File: src/rtl/boot_pkg.sv
// Shared frame constants, field widths and FSM state encoding for the UART boot loader.
package boot_pkg;

  localparam int unsigned LEN_W  = 16;
  localparam int unsigned BYTE_W = 8;
  localparam int unsigned WORD_W = 32;

  localparam logic [BYTE_W-1:0] BOOT_SYNC = 8'hA5;
  localparam logic [BYTE_W-1:0] BOOT_ACK  = 8'h4B;
  localparam logic [BYTE_W-1:0] BOOT_NAK  = 8'h45;

  typedef enum logic [2:0] {
    ST_IDLE,
    ST_LEN0,
    ST_LEN1,
    ST_DATA,
    ST_CSUM,
    ST_RESP,
    ST_RUN
  } boot_state_e;

endpackage

File: src/rtl/boot_word_assembler.sv
// Packs bytes LS-first into 32-bit words and keeps a running XOR of every byte taken.
// word_vld_o pulses the cycle after the 4th byte; no backpressure, one byte per enable.
module boot_word_assembler
  import boot_pkg::*;
(
  input  logic              clk_i,
  input  logic              rst_ni,
  input  logic              clr_i,
  input  logic              en_i,
  input  logic [BYTE_W-1:0] byte_i,
  output logic [WORD_W-1:0] word_o,
  output logic              word_vld_o,
  output logic [BYTE_W-1:0] csum_o
);

  logic [1:0]        lane_q, lane_d;
  logic [WORD_W-1:0] word_q, word_d;
  logic [BYTE_W-1:0] csum_q, csum_d;
  logic              vld_q, vld_d;

  always_comb begin
    lane_d = lane_q;
    word_d = word_q;
    csum_d = csum_q;
    vld_d  = 1'b0;
    if (clr_i) begin
      lane_d = '0;
      word_d = '0;
      csum_d = '0;
    end else if (en_i) begin
      word_d[{lane_q, 3'b000} +: BYTE_W] = byte_i;
      csum_d = csum_q ^ byte_i;
      lane_d = lane_q + 2'd1;
      vld_d  = (lane_q == 2'd3);
    end
  end

  always_ff @(posedge clk_i or negedge rst_ni) begin
    if (!rst_ni) begin
      lane_q <= '0;
      word_q <= '0;
      csum_q <= '0;
      vld_q  <= 1'b0;
    end else begin
      lane_q <= lane_d;
      word_q <= word_d;
      csum_q <= csum_d;
      vld_q  <= vld_d;
    end
  end

  assign word_o     = word_q;
  assign word_vld_o = vld_q;
  assign csum_o     = csum_q;

endmodule

File: src/rtl/uart_boot_sequencer.sv
// Receives a SYNC/LEN/DATA/CSUM frame over UART, loads instruction memory, answers ACK/NAK, then frees the CPU.
// Memory write lands 1 cycle after a word's last byte; the status byte is held until tx_ready.
module uart_boot_sequencer
  import boot_pkg::*;
#(
  parameter int unsigned       ADDR_W    = 10,
  parameter int unsigned       TIMEOUT   = 100000,
  parameter logic [BYTE_W-1:0] SYNC_BYTE = BOOT_SYNC,
  parameter logic [BYTE_W-1:0] ACK_BYTE  = BOOT_ACK,
  parameter logic [BYTE_W-1:0] NAK_BYTE  = BOOT_NAK
) (
  input  logic              CLK,
  input  logic              RST,
  input  logic [BYTE_W-1:0] rx_data,
  input  logic              rx_valid,
  output logic [BYTE_W-1:0] tx_data,
  output logic              tx_valid,
  input  logic              tx_ready,
  output logic              mem_we,
  output logic [ADDR_W-1:0] mem_addr,
  output logic [WORD_W-1:0] mem_wdata,
  output logic              cpu_run,
  output logic              boot_err
);

  localparam int unsigned    TMO_W     = $clog2(TIMEOUT + 1);
  localparam logic [LEN_W:0] MAX_WORDS = (LEN_W + 1)'(2 ** ADDR_W);

  boot_state_e       state_q, state_d;
  logic [LEN_W-1:0]  len_q, len_d;
  logic [LEN_W-1:0]  word_cnt_q, word_cnt_d;
  logic [LEN_W-1:0]  len_full;
  logic [TMO_W-1:0]  tmo_q, tmo_d;
  logic [BYTE_W-1:0] tx_data_q, tx_data_d;
  logic              tx_valid_q, tx_valid_d;
  logic              cpu_run_q, cpu_run_d;
  logic              boot_err_q, boot_err_d;
  logic              in_frame, timed_out;
  logic              asm_clr, asm_en, word_vld;
  logic [WORD_W-1:0] word;
  logic [BYTE_W-1:0] csum;

  boot_word_assembler u_asm (
    .clk_i      (CLK),
    .rst_ni     (RST),
    .clr_i      (asm_clr),
    .en_i       (asm_en),
    .byte_i     (rx_data),
    .word_o     (word),
    .word_vld_o (word_vld),
    .csum_o     (csum)
  );

  always_comb begin
    state_d    = state_q;
    len_d      = len_q;
    word_cnt_d = word_cnt_q;
    tmo_d      = tmo_q;
    tx_data_d  = tx_data_q;
    tx_valid_d = tx_valid_q;
    cpu_run_d  = cpu_run_q;
    boot_err_d = boot_err_q;
    asm_clr    = 1'b0;
    asm_en     = 1'b0;
    timed_out  = 1'b0;
    len_full   = {rx_data, len_q[BYTE_W-1:0]};
    in_frame   = (state_q == ST_LEN0) || (state_q == ST_LEN1) ||
                 (state_q == ST_DATA) || (state_q == ST_CSUM);

    // A byte in the expiry cycle wins over the timeout.
    if (!in_frame || rx_valid) begin
      tmo_d = '0;
    end else if (tmo_q == TMO_W'(TIMEOUT - 1)) begin
      timed_out = 1'b1;
    end else begin
      tmo_d = tmo_q + TMO_W'(1);
    end

    unique case (state_q)
      ST_IDLE: begin
        asm_clr    = 1'b1;
        word_cnt_d = '0;
        if (rx_valid && rx_data == SYNC_BYTE) state_d = ST_LEN0;
      end
      ST_LEN0: begin
        if (rx_valid) begin
          len_d   = {len_q[LEN_W-1:BYTE_W], rx_data};
          state_d = ST_LEN1;
        end
      end
      ST_LEN1: begin
        if (rx_valid) begin
          len_d = len_full;
          if ({1'b0, len_full} > MAX_WORDS) begin
            tx_data_d  = NAK_BYTE;
            tx_valid_d = 1'b1;
            boot_err_d = 1'b1;
            state_d    = ST_RESP;
          end else if (len_full == '0) begin
            state_d = ST_CSUM;
          end else begin
            state_d = ST_DATA;
          end
        end
      end
      ST_DATA: begin
        asm_en = rx_valid;
        // Stay in DATA through the write cycle so mem_we never leaks into CSUM.
        if (word_vld) begin
          word_cnt_d = word_cnt_q + LEN_W'(1);
          if (word_cnt_q == len_q - LEN_W'(1)) state_d = ST_CSUM;
        end
      end
      ST_CSUM: begin
        if (rx_valid) begin
          tx_valid_d = 1'b1;
          state_d    = ST_RESP;
          if (rx_data == csum) begin
            tx_data_d  = ACK_BYTE;
            boot_err_d = 1'b0;
          end else begin
            tx_data_d  = NAK_BYTE;
            boot_err_d = 1'b1;
          end
        end
      end
      ST_RESP: begin
        if (tx_ready) begin
          tx_valid_d = 1'b0;
          if (tx_data_q == ACK_BYTE) begin
            cpu_run_d = 1'b1;
            state_d   = ST_RUN;
          end else begin
            state_d = ST_IDLE;
          end
        end
      end
      ST_RUN: begin
        cpu_run_d = 1'b1;
      end
      default: state_d = ST_IDLE;
    endcase

    if (timed_out) begin
      tx_data_d  = NAK_BYTE;
      tx_valid_d = 1'b1;
      boot_err_d = 1'b1;
      state_d    = ST_RESP;
    end
  end

  always_ff @(posedge CLK or negedge RST) begin
    if (!RST) begin
      state_q    <= ST_IDLE;
      len_q      <= '0;
      word_cnt_q <= '0;
      tmo_q      <= '0;
      tx_data_q  <= '0;
      tx_valid_q <= 1'b0;
      cpu_run_q  <= 1'b0;
      boot_err_q <= 1'b0;
    end else begin
      state_q    <= state_d;
      len_q      <= len_d;
      word_cnt_q <= word_cnt_d;
      tmo_q      <= tmo_d;
      tx_data_q  <= tx_data_d;
      tx_valid_q <= tx_valid_d;
      cpu_run_q  <= cpu_run_d;
      boot_err_q <= boot_err_d;
    end
  end

  assign tx_data   = tx_data_q;
  assign tx_valid  = tx_valid_q;
  assign mem_we    = word_vld;
  assign mem_addr  = word_cnt_q[ADDR_W-1:0];
  assign mem_wdata = word;
  assign cpu_run   = cpu_run_q;
  assign boot_err  = boot_err_q;

endmodule

File: config.mk
export PLATFORM = sky130hd
export DESIGN_NAME = uart_boot_sequencer
export DESIGN_NICKNAME = d
export VERILOG_FILES = /design/src/rtl/boot_pkg.sv /design/src/rtl/boot_word_assembler.sv /design/src/rtl/uart_boot_sequencer.sv
export SDC_FILE = /design/constraint.sdc
export NUM_CORES = 1
export LEC_CHECK = 0
export CAP_MARGIN = 20
export CELL_PAD_IN_SITES_DETAIL_PLACEMENT = 0
export CELL_PAD_IN_SITES_GLOBAL_PLACEMENT = 1
export CORE_MARGIN = 5
export CORE_UTILIZATION = 30
export DETAILED_ROUTE_END_ITERATION = 6
export DONT_BUFFER_PORTS = 1
export PLACE_DENSITY = 0.61
export SLEW_MARGIN = 20
export SYNTH_ARGS = -nofsm -noshare
export SYNTH_HDL_FRONTEND = slang
export SYNTH_HIERARCHICAL = 1
export SYNTH_SLANG_ARGS = --single-unit
File: constraint.sdc
create_clock -name CLK -period 2.8 [get_ports CLK]
set_clock_uncertainty 0.15 [all_clocks]
set_input_delay 0.42 -clock CLK [delete_from_list [all_inputs] [get_ports CLK]]
set_output_delay 0.42 -clock CLK [all_outputs]
set_load 0.01 [all_outputs]
; Word-level counts from Yosys, hierarchy flattened
; Index checks and enable logic that the tools add are counted.
[totals]
output_inout_bits = 54
word_cells = 120
ff_bits = 106
[op_classes]
n_mux = 51
bitwise = 3
shifts = 2
order_cmp = 1
eq_ne = 25
n_addsub = 5
n_reduce_logical = 20
[op_table]
columns = cell, n
row1 = $mux 32, 2
row2 = $pmux 16 s2, 2
row3 = $mux 8, 7
row4 = $mux 17, 2
row5 = $mux 3, 11
row6 = $bwmux 32, 1
row7 = $mux 16, 2
row8 = $shift 8x7->32 const A, 1
row9 = $shiftx 8x7->32, 1
row10 = $pmux 3 s7, 1
row11 = $add 17x1->17 const B, 1
row12 = $eq 17x17->1 const B, 1
row13 = $add 16x1->16 const B, 1
row14 = $eq 16x16->1, 1
row15 = $gt 16x11->1 const B, 1
row16 = $logic_not 16->1, 1
row17 = $mux 1, 16
row18 = $pmux 8 s2, 1
row19 = $sub 16x1->16 const B, 1
row20 = $ne 3x3->1 const B, 5
row21 = $eq 3x3->1 const B, 3
row22 = $ne 3x2->1 const B, 3
row23 = $reduce_and 3->1, 3
row24 = $eq 8x7->1 const B, 1
row25 = 26 further kinds, 38

; Depth between registers and ports, before layout
[logic_depth]
ltp_word = 9
depth_mapped = 9
mapped_depth_nobuf = 9

; Modules after synthesis
; The synthesis kept the hierarchy.
[by_module_without_submodules]
columns = module, area_per_inst_um2, seq_area_each_um2, instances, cells_per_inst
row1 = uart_boot_sequencer, 3653.5, 1426.4, 1, 401
row2 = boot_word_assembler, 2014.4, 1076.0, 1, 162

; Worst setup path before layout
; OpenSTA, ideal clock, no wires.
[synth_timing]
path_kind = register to register
start = register len_q[0]
end = register state_q[0]
path_buffers = 0
arrival_time_ps = 2552
setup_time_ps = 134
path_stages_with_launch = 10
required_time_ps = 2516
setup_slack_ps = -36
path_cell_list = dfrtp_1 > inv_1 > ha_1 > or3b_1 > or4_4 > or3b_1 > a31oi_1 > o22ai_1 > o2111ai_2 > nand3_1
[synth_between]
elab_chain_cells = 6
word_cells_on_any_way = 11
cone_classes = add/sub: 1 / order compare: 1 / eq/ne: 2 / mux: 5 / reduce/logical: 2
[synth_rtl]
columns = element, line
row1 = from (decl), uart_boot_sequencer.sv:30  ; logic [LEN_W-1:0] len_q, len_d;
row2 = from (signal assigned), uart_boot_sequencer.sv:164  ; len_q <= len_d;
row3 = "parallel branches: the longest is 6 deep, another holds $sub 16x1->16", --
row4 = to (signal assigned), uart_boot_sequencer.sv:163  ; state_q <= state_d;
row5 = to (decl), uart_boot_sequencer.sv:29  ; boot_state_e state_q, state_d;
; Several ways; the timed one is not identified. The select of a mux whose other input is x is not followed.
; A chain may end at the register's enable or synchronous reset.

; Worst setup path in the final report
[layout_timing]
start = register len_q[1]
end = register state_q[1]
; Same word-level chain as after synthesis.

==> results_dict.tcl <==
set metrics [dict create \
    status "finished, violations left" \
    violations "negative hold slack, negative setup slack" \
    syn_to_final_growth_pct 12.3 \
    place.gp.congestion 0.793 \
    power_mw 5.40 \
    leakage_nw 2.62 \
    dp_cells 786 \
    max_freq_mhz 354 \
    vias 4278 \
    route.detailed.wl_per_inst_um 17.9 \
    track_usage_pct 13.3 \
    slew_headroom_pct 46.1 \
    die_h_um 147 \
    grt_overflow 0 \
    setup_violations 3 \
    grt_pass1_vias 4125 \
    drc 0 \
    grt_max_degree 101 \
    row_count 50 \
    die_w_um 147 \
    p_per_area_mw_per_mm2 848 \
    nNetsFinal 591 \
    ys_seq_area_share_pct 44.2 \
    layout_commonest_cell "dfrtp_1" \
    min_period_ns 2.82 \
    initial_core_util_pct 30.4 \
    cp-start-kind "register" \
    num_antenna_cells 0 \
    yosys_warnings 6 \
    cp-end-kind "register" \
    syn_avg_cell_area_um2 10.1 \
    synthFlopType "dfrtp_1" \
    drive_gt1_share_pct 18.5 \
    cts_root_buf "clkbuf_16" \
    wirelength_um 14400 \
    fin_hold_ws_ns -0.398 \
    yosys_register_bits 100 \
    syn_inst 563 \
    crit_type "register to register" \
    cts.clk_slew.worst_paths_ns 0.08 \
    crit_arrival_ns 2.90 \
    tritoncts "yes" \
    die_area_mm2 0.0217 \
    cts_num_sinks 100 \
    fin_crit_sh_pct 101 \
    rsz0062_at_grt "true" \
    synth_edf_count 0 \
    async_reset_ff_share_pct 100 \
    drt-initial-drc-count 258 \
    final_cell_mix "dfrtp_1, nor2_1, nand2_1" \
    clk_latency_ns 0.36 \
    dp_slack_ns -0.0383 \
    cts_buffer_depth 2 \
    antenna_violating_nets_post_route 0 \
    cap_violations 0 \
    cp.required_ns 2.88 \
    yosys.cell_types.count 67 \
    pin_count 66 \
    worst_pin_slew_ns 0.796 \
    grt_antenna_before_repair 0 \
    via_per_inst 5.29 \
    ir_drop_mv 0.385 \
    finalHoldViolCount 100 \
    cts_max_level 3 \
    drtPass1Iterations 4 \
    cts_made_buffers 9 \
    post-dp-hpwl_um 9900 \
    hold_path.class "primary input to asynchronous set/reset pin" \
    setup_ws_ns -0.0237 \
    syn_area_mm2 0.00567 \
    cp_max_fo 3 \
    coreArea_mm2 0.0186 \
    final_cells 808 \
    report.final.slew_viol_count 0 \
    port_buffers 0 \
    fin_setup_tns_ns -0.0447 \
    grt_pass1_wl_um 23000 \
]
## critical path, cell delays in order, from the launching register on
cell       delay, ns
dfrtp_1         0.39
inv_2           0.08
ha_4            0.13
or3b_4          0.37
or4_4           0.51
or3b_4          0.40
a31oi_4         0.19
o22ai_2         0.11
o2111ai_2       0.25
o21ai_1         0.11
## layer usage
metal,global-route usage (%),vias up,part of all wire (%)
met4,4.38,0,1.8
met1,17.9,2104,46
met5,0,-,0
met3,3.83,21,6.1
li1,-,2049,-
met2,20.6,104,46
## synthesized netlist by cell type, drive strengths merged, types with 9 or more instances
cell type	number	area [um^2]
nand2	43	161
ha	10	125
mux2	16	180
nor3	10	50.1
xor2	32	280
dfrtp	100	2500
nor2	47	176
buf	30	213
nand4	14	87.6
nand3	16	80.1
o21ai	9	45.0
inv	18	67.6
nand3b	20	150
clkbuf	19	71.3
a32o	15	150
o2bb2ai	9	78.8
a21oi	23	119
xnor2	17	149
## layout make-up
| class | count | area (um^2) |
|---|---|---|
| fill | 1880 | 12300 |
| multi-input combinational | 398 | 2890 |
| sequential | 100 | 2500 |
| timing repair buffer | 42 | 315 |
| tap | 234 | 293 |
| clock buffer | 10 | 239 |
| inverter | 18 | 67.6 |
| clock inverter | 6 | 55.1 |
## registers in the layout, summed over array words and instances (netlist names)
| register | flops |
|---|---|
| word_cnt_q | 16 |
| tx_valid | 1 |
| cpu_run | 1 |
| state_q | 3 |
| len_q | 16 |
| u_asm/word_o | 32 |
| u_asm/csum_o | 8 |
| u_asm/word_vld_o | 1 |
| tx_data | 3 |
| tmo_q | 17 |
| u_asm/lane_q | 2 |
## stage by stage
| stage | cell area (um^2) | utilization (%) |
|---|---|---|
| global route | 6360 | 34.1 |
| detailed placement | 5960 | 32.0 |
| CTS | 6270 | 33.6 |
| global placement | 5960 | 32.0 |
| floorplan | 5680 | - |
| finish | 6360 | 34.1 |
## logic make-up (layout without fill, tap and decap cells)
kind of cell             Yosys count  count (layout)  synth area share (%)
AND/OR/NAND/NOR                  210             210                  20.6
other                              1               3                0.0662
XOR/XNOR                          49              49                  7.57
adder cells (fa/ha/maj)           10              10                  2.21
buffers and inverters             67              76                  6.20
AO/OA/AOI/OAI                    106             106                  15.4
multiplexers                      20              20                  3.89
flip-flops                       100             100                  44.2
## report_power, final
| part | switching (mW) | internal [mW] | leakage, nW |
|---|---|---|---|
| Sequential | 0.286 | 1.72 | 1.34 |
| Combinational | 1.13 | 1.01 | 1.14 |
| Clock | 0.613 | 0.644 | 0.143 |
## final timing paths
path                            start               end  slack, ns  cells past startpoint
hold reg to reg               cpu_run           cpu_run       0.40                      1
min in group CLK           rx_data[0]          len_q[0]       0.04                      2
hold / removal                    RST    word_cnt_q[11]      -0.40                      0
setup / recovery             len_q[1]        state_q[1]      -0.02                      9
setup reg to reg             len_q[1]        state_q[1]      -0.02                      9
max in group asynchronous         RST  u_asm/word_o[30]       2.64                      0
## repair_timing
action / CTS / global route
buffers inserted: 0 / 6
endpoints found under the hold margin: 100 / 100
endpoints found under the setup margin: 3 / 3
resized for setup: 3 / 9
pin swaps: 2 / 12
gates cloned: 0 / 0
No activity file was read; power rests on OpenSTA's default activity.
